$ cat src/rtl/oursring_pkg.sv
// Shared ring-bus types: AXI response codes and their width.
package oursring_pkg;

  localparam int unsigned RESP_W = 2;

  typedef enum logic [RESP_W-1:0] {
    OKAY   = 2'b00,
    EXOKAY = 2'b01,
    SLVERR = 2'b10,
    DECERR = 2'b11
  } resp_t;

endpackage

$ cat src/rtl/oursring_idx_fifo.sv
// Small FIFO of master-port indices, one entry per outstanding transaction.
module oursring_idx_fifo #(
  parameter int unsigned DEPTH = 4,
  parameter int unsigned W     = 2,
  localparam int unsigned CNT_W = $clog2(DEPTH + 1)
) (
  input  logic             clk,
  input  logic             rst,
  input  logic             push,
  input  logic             pop,
  input  logic [W-1:0]     din,
  output logic             full,
  output logic             empty,
  output logic [CNT_W-1:0] count,
  output logic [W-1:0]     head
);

  localparam int unsigned PTR_W = $clog2(DEPTH);

  logic [W-1:0]     mem [DEPTH];
  logic [PTR_W-1:0] wr_ptr;
  logic [PTR_W-1:0] rd_ptr;
  logic             do_push;
  logic             do_pop;

  // A push into a full FIFO is dropped even if a pop happens in the same cycle.
  assign full    = (count == CNT_W'(DEPTH));
  assign empty   = (count == '0);
  assign do_push = push & ~full;
  assign do_pop  = pop & ~empty;
  assign head    = mem[rd_ptr];

  // Pointer and occupancy update; pointers wrap naturally since DEPTH is a power of 2.
  always_ff @(posedge clk) begin
    if (rst) begin
      wr_ptr <= '0;
      rd_ptr <= '0;
      count  <= '0;
    end else begin
      if (do_push) wr_ptr <= wr_ptr + PTR_W'(1);
      if (do_pop)  rd_ptr <= rd_ptr + PTR_W'(1);
      case ({do_push, do_pop})
        2'b10:   count <= count + CNT_W'(1);
        2'b01:   count <= count - CNT_W'(1);
        default: count <= count;
      endcase
    end
  end

  // Storage needs no reset; entries are only read when the count says they are valid.
  always_ff @(posedge clk) begin
    if (do_push) mem[wr_ptr] <= din;
  end

endmodule

$ cat src/rtl/oursring_resp_router.sv
// Records AW/AR grant order per master port and steers B/R responses back to the granted port.
module oursring_resp_router
  import oursring_pkg::*;
#(
  parameter int unsigned N_IN_PORT    = 3,
  parameter int unsigned OUTSTD_DEPTH = 4,
  parameter int unsigned DATA_W       = 64
) (
  input  logic                 clk,
  input  logic                 rst,
  input  logic [N_IN_PORT-1:0] aw_hs,
  input  logic [N_IN_PORT-1:0] ar_hs,
  output logic                 aw_block,
  output logic                 ar_block,
  input  logic                 o_bvalid,
  output logic                 o_bready,
  input  logic [RESP_W-1:0]    o_bresp,
  input  logic                 o_rvalid,
  output logic                 o_rready,
  input  logic [DATA_W-1:0]    o_rdata,
  input  logic [RESP_W-1:0]    o_rresp,
  input  logic                 o_rlast,
  output logic [N_IN_PORT-1:0] i_bvalid,
  input  logic [N_IN_PORT-1:0] i_bready,
  output logic [RESP_W-1:0]    i_bresp,
  output logic [N_IN_PORT-1:0] i_rvalid,
  input  logic [N_IN_PORT-1:0] i_rready,
  output logic [DATA_W-1:0]    i_rdata,
  output logic [RESP_W-1:0]    i_rresp,
  output logic                 i_rlast,
  output logic                 err_sticky
);

  localparam int unsigned IDX_W = $clog2(N_IN_PORT);
  localparam int unsigned CNT_W = $clog2(OUTSTD_DEPTH + 1);

  logic             aw_one, ar_one;
  logic             aw_bad, ar_bad;
  logic [IDX_W-1:0] aw_idx, ar_idx;
  logic             w_full, w_empty, r_full, r_empty;
  logic [CNT_W-1:0] w_count, r_count;
  logic [IDX_W-1:0] w_head, r_head;
  logic             b_pop, r_pop;
  logic             err_set;

  // Handshake legality: only a single-port grant is tracked.
  assign aw_one = $onehot(aw_hs);
  assign ar_one = $onehot(ar_hs);
  assign aw_bad = (|aw_hs) & ~aw_one;
  assign ar_bad = (|ar_hs) & ~ar_one;

  // One-hot to index encoders for the grant vectors.
  always_comb begin
    aw_idx = '0;
    ar_idx = '0;
    for (int unsigned i = 0; i < N_IN_PORT; i++) begin
      if (aw_hs[i]) aw_idx = IDX_W'(i);
      if (ar_hs[i]) ar_idx = IDX_W'(i);
    end
  end

  oursring_idx_fifo #(.DEPTH(OUTSTD_DEPTH), .W(IDX_W)) u_w_fifo (
    .clk   (clk),
    .rst   (rst),
    .push  (aw_one),
    .pop   (b_pop),
    .din   (aw_idx),
    .full  (w_full),
    .empty (w_empty),
    .count (w_count),
    .head  (w_head)
  );

  oursring_idx_fifo #(.DEPTH(OUTSTD_DEPTH), .W(IDX_W)) u_r_fifo (
    .clk   (clk),
    .rst   (rst),
    .push  (ar_one),
    .pop   (r_pop),
    .din   (ar_idx),
    .full  (r_full),
    .empty (r_empty),
    .count (r_count),
    .head  (r_head)
  );

  assign aw_block = (w_count == CNT_W'(OUTSTD_DEPTH));
  assign ar_block = (r_count == CNT_W'(OUTSTD_DEPTH));

  // B steering to the oldest outstanding writer; an empty tracker stalls the egress.
  always_comb begin
    i_bvalid = '0;
    o_bready = 1'b0;
    if (!w_empty) begin
      for (int unsigned i = 0; i < N_IN_PORT; i++) begin
        if (w_head == IDX_W'(i)) begin
          i_bvalid[i] = o_bvalid;
          o_bready    = i_bready[i];
        end
      end
    end
  end

  // R steering to the oldest outstanding reader; head holds for the whole burst.
  always_comb begin
    i_rvalid = '0;
    o_rready = 1'b0;
    if (!r_empty) begin
      for (int unsigned i = 0; i < N_IN_PORT; i++) begin
        if (r_head == IDX_W'(i)) begin
          i_rvalid[i] = o_rvalid;
          o_rready    = i_rready[i];
        end
      end
    end
  end

  assign b_pop = o_bvalid & o_bready;
  assign r_pop = o_rvalid & o_rready & o_rlast;

  assign i_bresp = o_bresp;
  assign i_rdata = o_rdata;
  assign i_rresp = o_rresp;
  assign i_rlast = o_rlast;

  assign err_set = aw_bad | ar_bad
                 | (aw_one & w_full) | (ar_one & r_full)
                 | (o_bvalid & w_empty) | (o_rvalid & r_empty);

  // Protocol error flag, held until reset.
  always_ff @(posedge clk) begin
    if (rst) err_sticky <= 1'b0;
    else if (err_set) err_sticky <= 1'b1;
  end

endmodule

$ cat config.mk
export PLATFORM = sky130hd
export DESIGN_NAME = oursring_resp_router
export DESIGN_NICKNAME = d
export VERILOG_FILES = /design/src/rtl/oursring_pkg.sv /design/src/rtl/oursring_idx_fifo.sv /design/src/rtl/oursring_resp_router.sv
export SDC_FILE = /design/constraint.sdc
export NUM_CORES = 1
export LEC_CHECK = 0
export ABC_AREA = 1
export BUFFER_PORTS_ARGS = -buffer_cell sky130_fd_sc_hd__buf_4
export CORE_MARGIN = 5
export CORE_UTILIZATION = 30
export DETAILED_ROUTE_END_ITERATION = 6
export HOLD_SLACK_MARGIN = 0.12
export PLACE_DENSITY = 0.6
export REMOVE_ABC_BUFFERS = 1
export SLEW_MARGIN = 20
export SYNTH_ARGS = -nofsm -noshare
export SYNTH_HDL_FRONTEND = slang
export SYNTH_HIERARCHICAL = 1
export SYNTH_SLANG_ARGS = --single-unit
$ cat constraint.sdc
create_clock -name clk -period 6.15 [get_ports clk]
set_clock_uncertainty 0.1 [all_clocks]
set_input_delay 0.9225 -clock clk [delete_from_list [all_inputs] [get_ports clk]]
set_output_delay 0.9225 -clock clk [all_outputs]
set_load 0.01 [all_outputs]
# Word level (Yosys, flattened, before mapping)
# Memory sizes are Yosys's and may differ from the RTL's. A register that Yosys moved wholly into a read port is not among the register bits.
# Cells that the tools add are included.
dict set report word_totals {
  regBits 15
  mem_bits_rw 16
  in_bits 85
  out_inout_bits 80
  word_cells 95
  mem_count 2
}
# name words word_bits read_ports rd_clocked_by_memory_dff write_ports line_no
set mem_list {}
lappend mem_list {u_r_fifo.mem 4 2 1 1 1 oursring_idx_fifo.sv:20} ;# logic [W-1:0] mem [DEPTH];
lappend mem_list {u_w_fifo.mem 4 2 1 1 1 oursring_idx_fifo.sv:20}
dict set report op_classes {
  add_sub_neg 12
  n_eq_ne 12
  muxes 30
  bitwise_logic 24
  reduce_logical 8
}
# operator n
set ops {}
lappend ops {{1-bit two-way mux} 20}
lappend ops {{1-bit AND} 13}
lappend ops {{2-bit by 1-bit == test with 1-bit output (second input constant)} 6}
lappend ops {{2-bit two-way mux} 6}
lappend ops {{3-bit one-hot mux with 2 select lines} 2}
lappend ops {{2-bit by 1-bit adder with 2-bit output (second input constant)} 4}
lappend ops {{2-bit == test (second input constant)} 4}
lappend ops {{3-bit by 1-bit adder with 3-bit output (second input constant)} 2}
lappend ops {{3-bit == test (second input constant)} 2}
lappend ops {{3-bit logical NOT} 2}
lappend ops {{3-bit two-way mux} 2}
lappend ops {{1-bit inverter} 6}
lappend ops {{3-bit OR reduction} 2}
lappend ops {{3-bit by 1-bit subtractor with 3-bit output (second input constant)} 2}
lappend ops {{1-bit bitwise OR} 5}
lappend ops {{1-bit by 1-bit adder with 2-bit output} 2}
lappend ops {{2-bit by 1-bit adder with 2-bit output} 2}
lappend ops {{2-bit logical NOT} 2}
lappend ops {{2-bit nonzero test} 2}

# Longest topological paths before layout
# Gate-level depths: netlist of the first run.
dict set report logic_depth {
  depth_word 10
  ltp_mapped 20
  mapped_depth_nobuf 20
}

# Cells and area by module
# The synthesis of the first run kept the hierarchy.
# mod n_inst cells_each area_per_inst_um2 seq_area_each_um2
set modules_own_cells {}
lappend modules_own_cells {oursring_idx_fifo 2 90 809.5 420.4}
lappend modules_own_cells {oursring_resp_router 1 135 857.1 20.0}

# Worst setup path before layout of the first run
# OpenSTA, ideal clock, no wires.
dict set report synth_path {
  kind {in2reg}
  from {in ar_hs[0]}
  to {reg u_r_fifo.count[1]}
  setup_time_ns 0.070
  arrival_time_ns 2.598
  t_required_ns 5.980
  slack_ns 3.382
  cell_stages 8
  cell_sequence {inv_1 fa_1 nor2_1 nand2_4 ha_1 inv_1 fa_1 a21oi_1}
}
dict set report synth_via {
  elab_chain_cells 6
  word_cells_on_any_way 8
  cone_classes {2 x add/sub; 3 x eq/ne; 1 x mux; 1 x bitwise; 1 x reduce/logical}
}
# element line_no
set synth_rtl {}
lappend synth_rtl {{start, declared} oursring_resp_router.sv:12} ;# input logic [N_IN_PORT-1:0] ar_hs,
lappend synth_rtl {{1-bit by 1-bit adder with 2-bit output (implied by the code) (*)} oursring_resp_router.sv:48} ;# assign ar_one = $onehot(ar_hs);
lappend synth_rtl {{2-bit by 1-bit adder with 2-bit output (implied by the code) (*)} oursring_resp_router.sv:48}
lappend synth_rtl {{2-bit by 1-bit == test with 1-bit output (*)} oursring_resp_router.sv:48}
lappend synth_rtl {{via ar_one} oursring_resp_router.sv:37} ;# logic aw_one, ar_one;
lappend synth_rtl {{1-bit AND (*)} oursring_idx_fifo.sv:29} ;# assign do_push = push & ~full;
lappend synth_rtl {{2-bit by 1-bit == test with 1-bit output / 2-bit == test (equally long branches)} oursring_idx_fifo.sv:42} ;# case ({do_push, do_pop})
lappend synth_rtl {{3-bit one-hot mux with 2 select lines / 2-bit nonzero test (equally long branches)} -}
lappend synth_rtl {{end signal, assigned} oursring_idx_fifo.sv:43} ;# 2'b10: count <= count + CNT_W'(1);
lappend synth_rtl {{end signal, assigned} oursring_idx_fifo.sv:44} ;# 2'b01: count <= count - CNT_W'(1);
lappend synth_rtl {{end signal, assigned} oursring_idx_fifo.sv:45} ;# default: count <= count;
lappend synth_rtl {{end, declared} oursring_idx_fifo.sv:14} ;# output logic [CNT_W-1:0] count,
# The timed path passes the listed nets; every way through them passes the cells marked *.
# A chain may end at the register's enable or synchronous reset.

# Worst setup path after layout of the first run
dict set report layout_path {
  from {in ar_hs[1]}
  to {reg u_r_fifo.count[1]}
}
# The elaborated chain is that of the path after synthesis.

==> metrics, run 1 <==
distinct cell type count after synthesis=21; Worst setup EP type=flip-flop; Die Ht=100.9 µm; setup bufs post-CTS=0; post-cts sizing count=0; # clock sinks=35; CP arrival=roughly 2.8 ns; top_reg_cell synth=dfxtp_1; vias=1726; Final Setup Violations=0; Nets=380; reg2reg setup slack=3.51 ns; GRT Overall Usage=17.53%; # port buffers=28; first-pass GRT wire length=between 10 and 15 mm; largest net degree at the start of global routing=12; Leak=roughly 1.1 nW; CP max stage delay=about 0.45 ns; Worst path slowest cell=fa_1; Core Region=0.008134 mm²; synthesized cell area=about 0.0025 mm²; Clock Path Buffers=2; Clk Latency, worst-skew pair=about 0.28 ns; Die Wd=about 100 µm; Pwr Density=241.8 mW/mm²; most used routing layer=met3; crit path time final=2.716 ns; Setup crit start kind=primary input; DRC=0; CP Max Fanout=7; Pins Over Slew Limit=0; Worst Hold Class=flip-flop to flip-flop; diodes inserted=0; drt initial violations=between 100 and 150; Final Hold Viols=0; CP required=roughly 6.3 ns; drt first pass iters=6; ANT nets after route=0; met3 Use GR=23.39%; Post-synth EDFFs=16; Peak Freq=~370 MHz; unrepaired setup endpoints after global routing=false; H-tree depth=2; clk slew on worst S/H paths=around 0.07 ns; share of layout cells above drive strength 1=20.57%; M1 GR Usage=17.13%; setup TNS=0 ns; RePlAce Congestion=0.8379; die area=~0.010 mm²; dpl ws=just over 3 ns; row cnt=33; Max VDD drop=~70 µV; status=complete, no violations; Initial Utilization=roughly 30%; Async SR Flop Fraction=0%; cell count after synthesis=roughly 320; cell chain of the critical path=buf_4, inv_1, fa_1, nor2_1, nand2_4, ha_1, inv_1, fa_1, a21oi_1; Worst Tran Pin Value=0.4305 ns; met2 Track Usage GR=21.11%; hpwl dp=7.825 mm; area grow syn2layout=-2.779%; worst slew margin relative to its limit=between 70% and 80%; post-route worst setup slack=3.434 ns; post-synthesis sequential area ratio=34.77%; #FFs+latches synth=35; CTS root buffer=clkbuf_8; Syn Area/Cell=approximately 7.9 µm²; WL final=9.073 mm; TritonCTS clock tree=yes; io pins=between 150 and 200; hold-fix buffer count after cts=0; number of global-route vias before repair=1538; final worst path period share=44.16%; vias per std cell=4.460; TritonCTS Buffers=5; critical setup path kind=primary input to flip-flop; gr ovfl total=0; antenna violations before repair=0; WL/cell=23.44 µm; warnings from Yosys=6; Max-Cap Viols=0
==> kinds of logic (layout without fill, tap and decap cells) <==
kind of cell | after synthesis | count (layout) | synth area share (%)
AOI/OAI and AO/OA | 29 | 29 | 6.064
adders and majority gates | 14 | 14 | 8.287
buffers and inverters | 134 | 101 | 30.77
DFF | 35 | 35 | 34.76
and+or+nand+nor | 103 | 103 | 20.11
==> layout by cell type, fill, tap and decap left out <==
cell type  netlist  routed
nor3b_1          2       2
nand2_1         33      33
nor2_4           2       2
nand3_1         16      16
nand2_2          6       6
clkbuf_8         0       5
bufinv_16        0       1
nor2_1          29      29
nor3_1           6       6
nand2_4          4       4
o21ai_0         14      14
nand3_2          1       1
inv_2            6       6
clkinv_2         0       1
ha_1            10      10
o22ai_1          4       4
dfxtp_1         19      19
nor2_2           4       4
fa_1             4       4
inv_1           57      57
edfxtp_1        16      16
a21oi_1         11      11
clkinv_1         2       3
buf_4           69      28
==> metrics by stage <==
stage	area (µm²)	util [%]	hold WS, ns	std cells	power [mW]
floorplan	1958	-	0.3587	246	0.3510
global placement	2300	28.27	0.3874	379	0.3863
detailed placement	2300	28.27	0.3974	379	0.3888
CTS	2407	29.60	0.4072	387	0.5890
global route	2407	29.60	0.4374	387	0.6168
finish	2407	29.60	0.4034	387	0.5822
==> final cells by class <==
type	count	area, µm²
Fill cell	853	5727
Sequential cell	35	860.8
Multi-Input combinational cell	146	853.3
Inverter	65	244.0
Timing Repair Buffer	28	210.2
Tap cell	105	131.4
Clock buffer	5	68.82
Clock inverter	3	38.79
==> layer usage <==
metal  vias to the layer above  wire [µm]  share of wire (%)
li1                        827          -                  -
met1                       734       3021                 33
met2                       153       3256                 36
met3                        10       2660                 29
met4                         2         83               0.91
met5                         -         51               0.56
==> synthesized netlist by cell type (6+ instances only) <==
cell type	count	area, µm²
nand2_2	6	37.54
buf_4	69	518.0
inv_1	57	214.0
nand2_1	33	123.9
nand3_1	16	80.08
a21oi_1	11	55.05
o21ai_0	14	70.07
inv_2	6	22.52
edfxtp_1	16	480.5
ha_1	10	125.1
nor2_1	29	108.9
dfxtp_1	19	380.4
nor3_1	6	30.03
==> report_power, final <==
group	internal [mW]	switching, mW	leakage [nW]
Sequential	0.256	0.0113	0.302
Combinational	0.0450	0.0705	0.759
Clock	0.119	0.0810	0.0556
==> worst paths after layout <==
| check | start | end | cells past startpoint |
|---|---|---|---|
| min reg2reg | u_w_fifo/wr_ptr[1] | u_w_fifo/wr_ptr[1] | 2 |
| max reg2reg | flip-flop | u_w_fifo/count[2] | 18 |
| min | u_w_fifo/wr_ptr[1] | u_w_fifo/wr_ptr[1] | 2 |
| max | ar_hs[1] | u_r_fifo/count[1] | 9 |
==> critical path, delay by kind of cell <==
kind            cells  cell delay [ns]
compound gates      1             0.15
buf+inv             3             0.30
simple gates        2             0.38
fa+ha+maj           3             1.08
Power figures use the tool's default switching activity.
==> run 2: changes to the inputs <==
- PLACE_DENSITY: 0.6 -> 0.62
- clock period: 6.15 -> 2.4 ns (I/O delays scaled with it)
==> run 2 against run 1 <==
Final cell count up 7.5%. Utilization up 4.2 points. First-iteration DRC count down 33%. Register-to-register slack worse by 3.5 ns. Power rose to 2.8 times the previous value. Critical path depth up 1. Global-route usage up 0.91 points. Design area up 14%. Sequential power rose to 2.6 times the previous value. Via count up 9.5%. Non-clock buffer count up 29. Critical path type is now flip-flop to output pin. Critical endpoint is now i_bvalid[2]. Largest cell class is now multi-input combinational cells. Largest power group unchanged.
==> metrics, run 2 (same netlist as run 1, synthesis figures left out) <==
capture point of the worst reg-to-reg path=u_w_fifo/count[2] (unchanged); largest net degree at the start of global routing=12 (unchanged); Final Setup Violations=0 (unchanged); hold worst-path end=u_w_fifo/mem[0][1] (was u_w_fifo/wr_ptr[1]); # port buffers=28 (unchanged); vias per std cell=4.543 (was 4.460); reg2reg path depth=20 (was 18); Max-Cap Viols=0 (unchanged); io pins=165 (unchanged); Die Ht=100.9 µm (unchanged); Combinational Power Share=24.3% (was 19.8%); Max VDD drop=212.4 µV (was 70.37 µV); Worst Tran Pin Value=0.2591 ns (was 0.4305 ns); Worst setup EP type=output pin (was flip-flop); Worst Hold Class=primary input to flip-flop (was flip-flop to flip-flop); TritonCTS clock tree=yes (unchanged); H-tree depth=2 (unchanged); setup TNS=0 ns (unchanged); hold-critical path depth=1 (was 2); drt first pass iters=4 (was 6); Clk Latency, worst-skew pair=0.28 ns (about the same); DRC=0 (unchanged); TritonCTS Buffers=5 (unchanged); # clock sinks=35 (unchanged); vias=1890 (was 1726); Int Power=1.171 mW (was 0.4194 mW); row cnt=33 (unchanged); Initial Utilization=30.44% (unchanged); crit path time final=2.371 ns; diodes inserted=0 (unchanged); hpwl dp=8.124 mm (was 7.825 mm); DP Area=0.002412 mm² (was 0.002300 mm²); number of global-route vias before repair=1826 (was 1538); WL final=9.615 mm (was 9.073 mm); first-pass GRT wire length=12.70 mm (was 12.01 mm); most frequent cells in the layout=57 x buf_4, 50 x inv_1, 31 x nand2_1 (was 57 x inv_1, 33 x nand2_1, 29 x nor2_1); status=complete, no violations (unchanged); die area=0.01017 mm² (unchanged); GRT Overall Usage=18.43% (was 17.53%); dpl ws=-0.1807 ns (was 3.117 ns); CTS root buffer=clkbuf_8 (unchanged); hold path start=aw_hs[2] (was u_w_fifo/wr_ptr[1]); CP required=1.94 ns (was 6.27 ns); Peak Freq=421.7 MHz; Pins Over Slew Limit=0 (unchanged); drt initial violations=81 (was 120); reg2reg setup slack=0.04 ns (was 3.51 ns); worst slew margin relative to its limit=82.66% (was 71.30%); CP Max Fanout=5 (was 7); Clock Path Buffers=2 (unchanged); clock share of power=33.7% (was 34.3%); commonest non-fill, non-tap cell in the layout=buf_4 (was inv_1); final worst path period share=98.80%; Tot Pwr=1.624 mW (was 0.5822 mW); gr ovfl total=0 (unchanged); Pwr Density=590.9 mW/mm² (was 241.8 mW/mm²); share of layout cells above drive strength 1=36.98% (was 20.57%); Nets=409 (was 380); final instance area=0.002749 mm² (was 0.002407 mm²); antenna violations before repair=0 (unchanged); clk slew on worst S/H paths=0.07 ns (about the same); Setup crit start kind=flip-flop (was primary input); NetSw=0.4532 mW (was 0.1628 mW); post-route worst setup slack=0.02883 ns (was 3.434 ns); Final Hold Viols=0 (unchanged); Core Region=0.008134 mm² (unchanged); critical setup path kind=flip-flop to output pin (was primary input to flip-flop); ANT nets after route=0 (unchanged); Leak=1.277 nW (was 1.116 nW); hold-fix buffer count after cts=0 (unchanged); WL/cell=23.11 µm (was 23.44 µm); RePlAce Congestion=0.8826 (was 0.8379); Sw Share=27.90% (was 27.96%); unrepaired setup endpoints after global routing=true (was false); Die Wd=100.9 µm (unchanged); Seq pwr share=42.1% (was 45.9%); area grow syn2layout=11.02% (was -2.779%); CP arrival=1.91 ns (was 2.83 ns)
==> run 2: changes by cell type in the layout (fill, tap and decap cells not counted), moves of 3 or more <==
cell and change:
buf_4 +29, o21ai_1 +7, o21ai_2 +3, o22ai_1 -4, o22ai_2 +4, inv_1 -7
inv_2 +5, o21ai_0 -10
==> run 2: worst max-delay path, cell delays in order, from the launching register on <==
cell     delay (ns)
dfxtp_4        0.37
inv_4          0.06
nor2_1         0.04
o22ai_2        0.25
inv_1          0.09
buf_4          0.14
buf_4          0.12
buf_4          0.12
buf_4          0.12
nor3_2         0.18
buf_4          0.15
==> run 2: how the worst max path moves through the flow <==
| stage | cells past startpoint | end | slack [ns] |
|---|---|---|---|
| 2_1_floorplan | 18 | u_w_fifo/count[2] | 0.06 |
| 3_3_place_gp | 18 | u_w_fifo/count[2] | -0.08 |
| 3_5_place_dp | 18 | u_w_fifo/count[2] | -0.18 |
| 4_1_cts | 19 | u_w_fifo/count[2] | 0.004 |
| 5_1_grt | 20 | u_r_fifo/count[2] | -0.10 |
| 6_report | 10 | i_bvalid[2] | 0.03 |
==> run 2: cell type report <==
| class | count | area (µm²) |
|---|---|---|
| well taps | 105 | 131.4 |
| clock inverters | 2 | 35.03 |
| multi-input cells | 146 | 954.7 |
| clock buffers | 6 | 82.58 |
| flip-flops and latches | 35 | 868.3 |
| repair buffers | 57 | 427.9 |
| inverters | 65 | 249.0 |
| fillers | 818 | 5385 |
==> run 2: metal layers <==
layer	track usage, %	up-vias	wire length (µm)
met4	7.358	2	262
met5	8.718	-	68
li1	-	882	-
met3	24.01	19	2748
met2	23.75	159	3686
met1	15.88	828	2850
==> run 2: power groups by stage <==
| stage | Clock, mW | Sequential, mW | Combinational [mW] |
|---|---|---|---|
| floorplan | 0 | 0.692 | 0.208 |
| global route | 0.584 | 0.687 | 0.441 |
| finish | 0.547 | 0.683 | 0.394 |
| CTS | 0.560 | 0.683 | 0.360 |
| detailed placement | 0 | 0.696 | 0.333 |
| global placement | 0 | 0.696 | 0.325 |
==> run 2: repair_timing <==
item | 4_1_cts | 5_1_grt
gates resized for setup | 19 | 26
buffers inserted | 6 | 8
endpoints found under the setup margin | 3 | 5
pin swaps | 6 | 10
==> run 2: stage by stage <==
| stage | utilization [%] | std cells | hold slack [ns] |
|---|---|---|---|
| 2_1_floorplan | - | 246 | 0.3291 |
| 3_3_place_gp | 29.66 | 394 | 0.3901 |
| 4_1_cts | 32.15 | 408 | 0.1935 |
| 6_report | 33.79 | 416 | 0.2039 |
| 3_5_place_dp | 29.66 | 394 | 0.3957 |
| 5_1_grt | 33.79 | 416 | 0.2014 |
==> run 3: changes to the inputs <==
- CTS_CLUSTER_DIAMETER: default -> 40
- PLACE_DENSITY: 0.62 -> 0.6
- clock period: 2.4 -> 2.3 ns (I/O delays scaled with it)
==> run 3 against run 2 <==
Largest power group unchanged. Sequential cell count did not move. Global-route usage fell by 0.45 points. Register-to-register slack got worse by 0.04 ns. The run now ends with negative setup slack left.
==> metrics, run 3 (same netlist as run 1, synthesis figures left out) <==
critical setup path kind=flip-flop to flip-flop (was flip-flop to output pin); gr ovfl total=0 (unchanged); unrepaired setup endpoints after global routing=true (unchanged); CP required=2.38 ns (was 1.94 ns); launch point of the worst reg-to-reg path=u_r_fifo/mem[1][0]; row cnt=33 (unchanged); GRT Overall Usage=17.98% (was 18.43%); DRC=0 (unchanged); Worst Hold Class=primary input to flip-flop (unchanged); hold-critical path depth=2 (was 1); Worst Tran Pin Value=0.2697 ns (was 0.2591 ns); Util after Layout=33.49% (was 33.79%); Nets=405 (was 409); hold path start=rst (was aw_hs[2]); Filler Cells Inserted=827 (was 818); Pins Over Slew Limit=0 (unchanged); most frequent cells in the layout=53 x buf_4, 51 x inv_1, 32 x nand2_1 (was 57 x buf_4, 50 x inv_1, 31 x nand2_1); antenna violations before repair=0 (unchanged); final worst path period share=100.0%; CP startpoint=u_r_fifo/mem[1][0]; share of layout cells above drive strength 1=37.46% (was 36.98%); H-tree depth=2 (unchanged); Pwr Density=596.4 mW/mm² (was 590.9 mW/mm²); # clock sinks=35 (unchanged); number of global-route vias before repair=1732 (was 1826); RePlAce Congestion=0.9079 (was 0.8826); Clk Latency, worst-skew pair=0.28 ns (about the same); Core Region=0.008134 mm² (unchanged); Max-Cap Viols=0 (unchanged); drt initial violations=53 (was 81); area grow syn2layout=10.00% (was 11.02%); TritonCTS clock tree=yes (unchanged); diodes inserted=0 (unchanged); CP most frequent cell=nand2_1 (was buf_4); ANT nets after route=0 (unchanged); commonest non-fill, non-tap cell in the layout=buf_4 (unchanged); TritonCTS Buffers=5 (unchanged); hpwl dp=7.920 mm (was 8.124 mm); WL final=9.239 mm (was 9.615 mm); Final Setup Violations=1 (was 0); worst slew margin relative to its limit=81.95% (was 82.66%); area of the multi-input gates=967.2 µm² (was 954.7 µm²); Worst setup EP type=flip-flop (was output pin); final instance area=0.002724 mm² (was 0.002749 mm²); Die Ht=100.9 µm (unchanged); # port buffers=28 (unchanged); Die Wd=100.9 µm (unchanged); vias per std cell=4.381 (was 4.543); Leak=1.261 nW (was 1.277 nW); CP Max Fanout=3 (was 5); crit path time final=2.301 ns; Final Hold Viols=0 (unchanged); status=complete, but fails checks (was complete, no violations); Initial Utilization=30.44% (unchanged); die area=0.01017 mm² (unchanged); Clock Path Buffers=2 (unchanged); CP max stage delay=0.39 ns (was 0.37 ns); failing checks=negative setup slack; post-route worst setup slack=-0.0006004 ns (was 0.02883 ns); DP Area=0.002457 mm² (was 0.002412 mm²); CTS root buffer=clkbuf_8 (unchanged); vias=1805 (was 1890); reg2reg path depth=18 (was 20); io pins=165 (unchanged); WL/cell=22.42 µm (was 23.11 µm); cell chain of the critical path=o21ai_2, o22ai_2, inv_2, o21ai_1, nand2_1, nand2_2, nor2_4, nand2_2, inv_2, ha_4, inv_2, fa_2, inv_1, nand2_1, nand3_2, nand2_1, nand2_1, nor2_1 (was inv_4, nor2_1, o22ai_2, inv_1, buf_4, buf_4, buf_4, buf_4, nor3_2, buf_4); largest net degree at the start of global routing=12 (unchanged); Max VDD drop=214.0 µV (was 212.4 µV); drt first pass iters=4 (unchanged); CP arrival=2.38 ns (was 1.91 ns); Setup crit start kind=flip-flop (unchanged); Worst path slowest cell=edfxtp_1 (was dfxtp_4); FF+latch area=870.8 µm² (was 868.3 µm²); first-pass GRT wire length=12.48 mm (was 12.70 mm); Peak Freq=434.7 MHz; clk slew on worst S/H paths=0.07 ns (about the same)
## run 3: final timing paths
kind	to	slack, ns
worst max-delay path	u_r_fifo/count[2]	-0.0006
worst min-delay path	u_r_fifo/wr_ptr[0]	0.22
worst max register to register	u_r_fifo/count[2]	-0.0006
worst min register to register	flip-flop	0.40
## run 3: layer usage
layer | vias to the layer above | global-route usage, % | part of all wire (%)
li1 | 881 | - | -
met4 | 2 | 5.285 | 1.4
met1 | 762 | 17.78 | 35
met5 | - | 7.692 | 0.55
met3 | 10 | 22.08 | 27
met2 | 150 | 22.43 | 36
## run 3: stage by stage
step                total power [mW]     TNS, ns  hold WS (ns)  cells  worst slack, ns
floorplan                     0.9385    -0.03661        0.3141    246         -0.03591
global placement               1.071     -0.3403        0.3894    400          -0.1688
detailed placement             1.076     -0.4650        0.3906    400          -0.2164
CTS                            1.630   -0.007941        0.2198    410        -0.007941
global route                   1.718     -0.3457        0.2193    412          -0.1868
finish                         1.625  -0.0006004        0.2211    412       -0.0006004
## run 3: final cells by class
class                           instances  area share (%)
Multi-Input combinational cell        146           35.51
Sequential cell                        35           31.97
Timing Repair Buffer                   53           14.61
Inverter                               65           9.141
Tap cell                              105           4.823
Clock buffer                            5           2.526
Clock inverter                          3           1.424
## run 3: repair_timing
item	CTS	global route
pin swaps	9	15
hold buffers	0	0
endpoints found under the hold margin	0	0
resized for setup	33	17
setup endpoints to repair	3	4
buffers inserted	2	2
gates cloned	0	0
## run 3: critical path, delay by kind of cell, from the launching register on
family	cells	cell delay (ns)
compound gates	3	0.33
fa+ha+maj	2	0.49
buf+inv	4	0.26
flops	1	0.39
simple gates	9	0.61
## run 3: report_power, final
part	leakage (nW)	internal, mW	switching (mW)
logic	0.902	0.171	0.210
registers	0.304	0.683	0.0304
clock network	0.0556	0.317	0.213
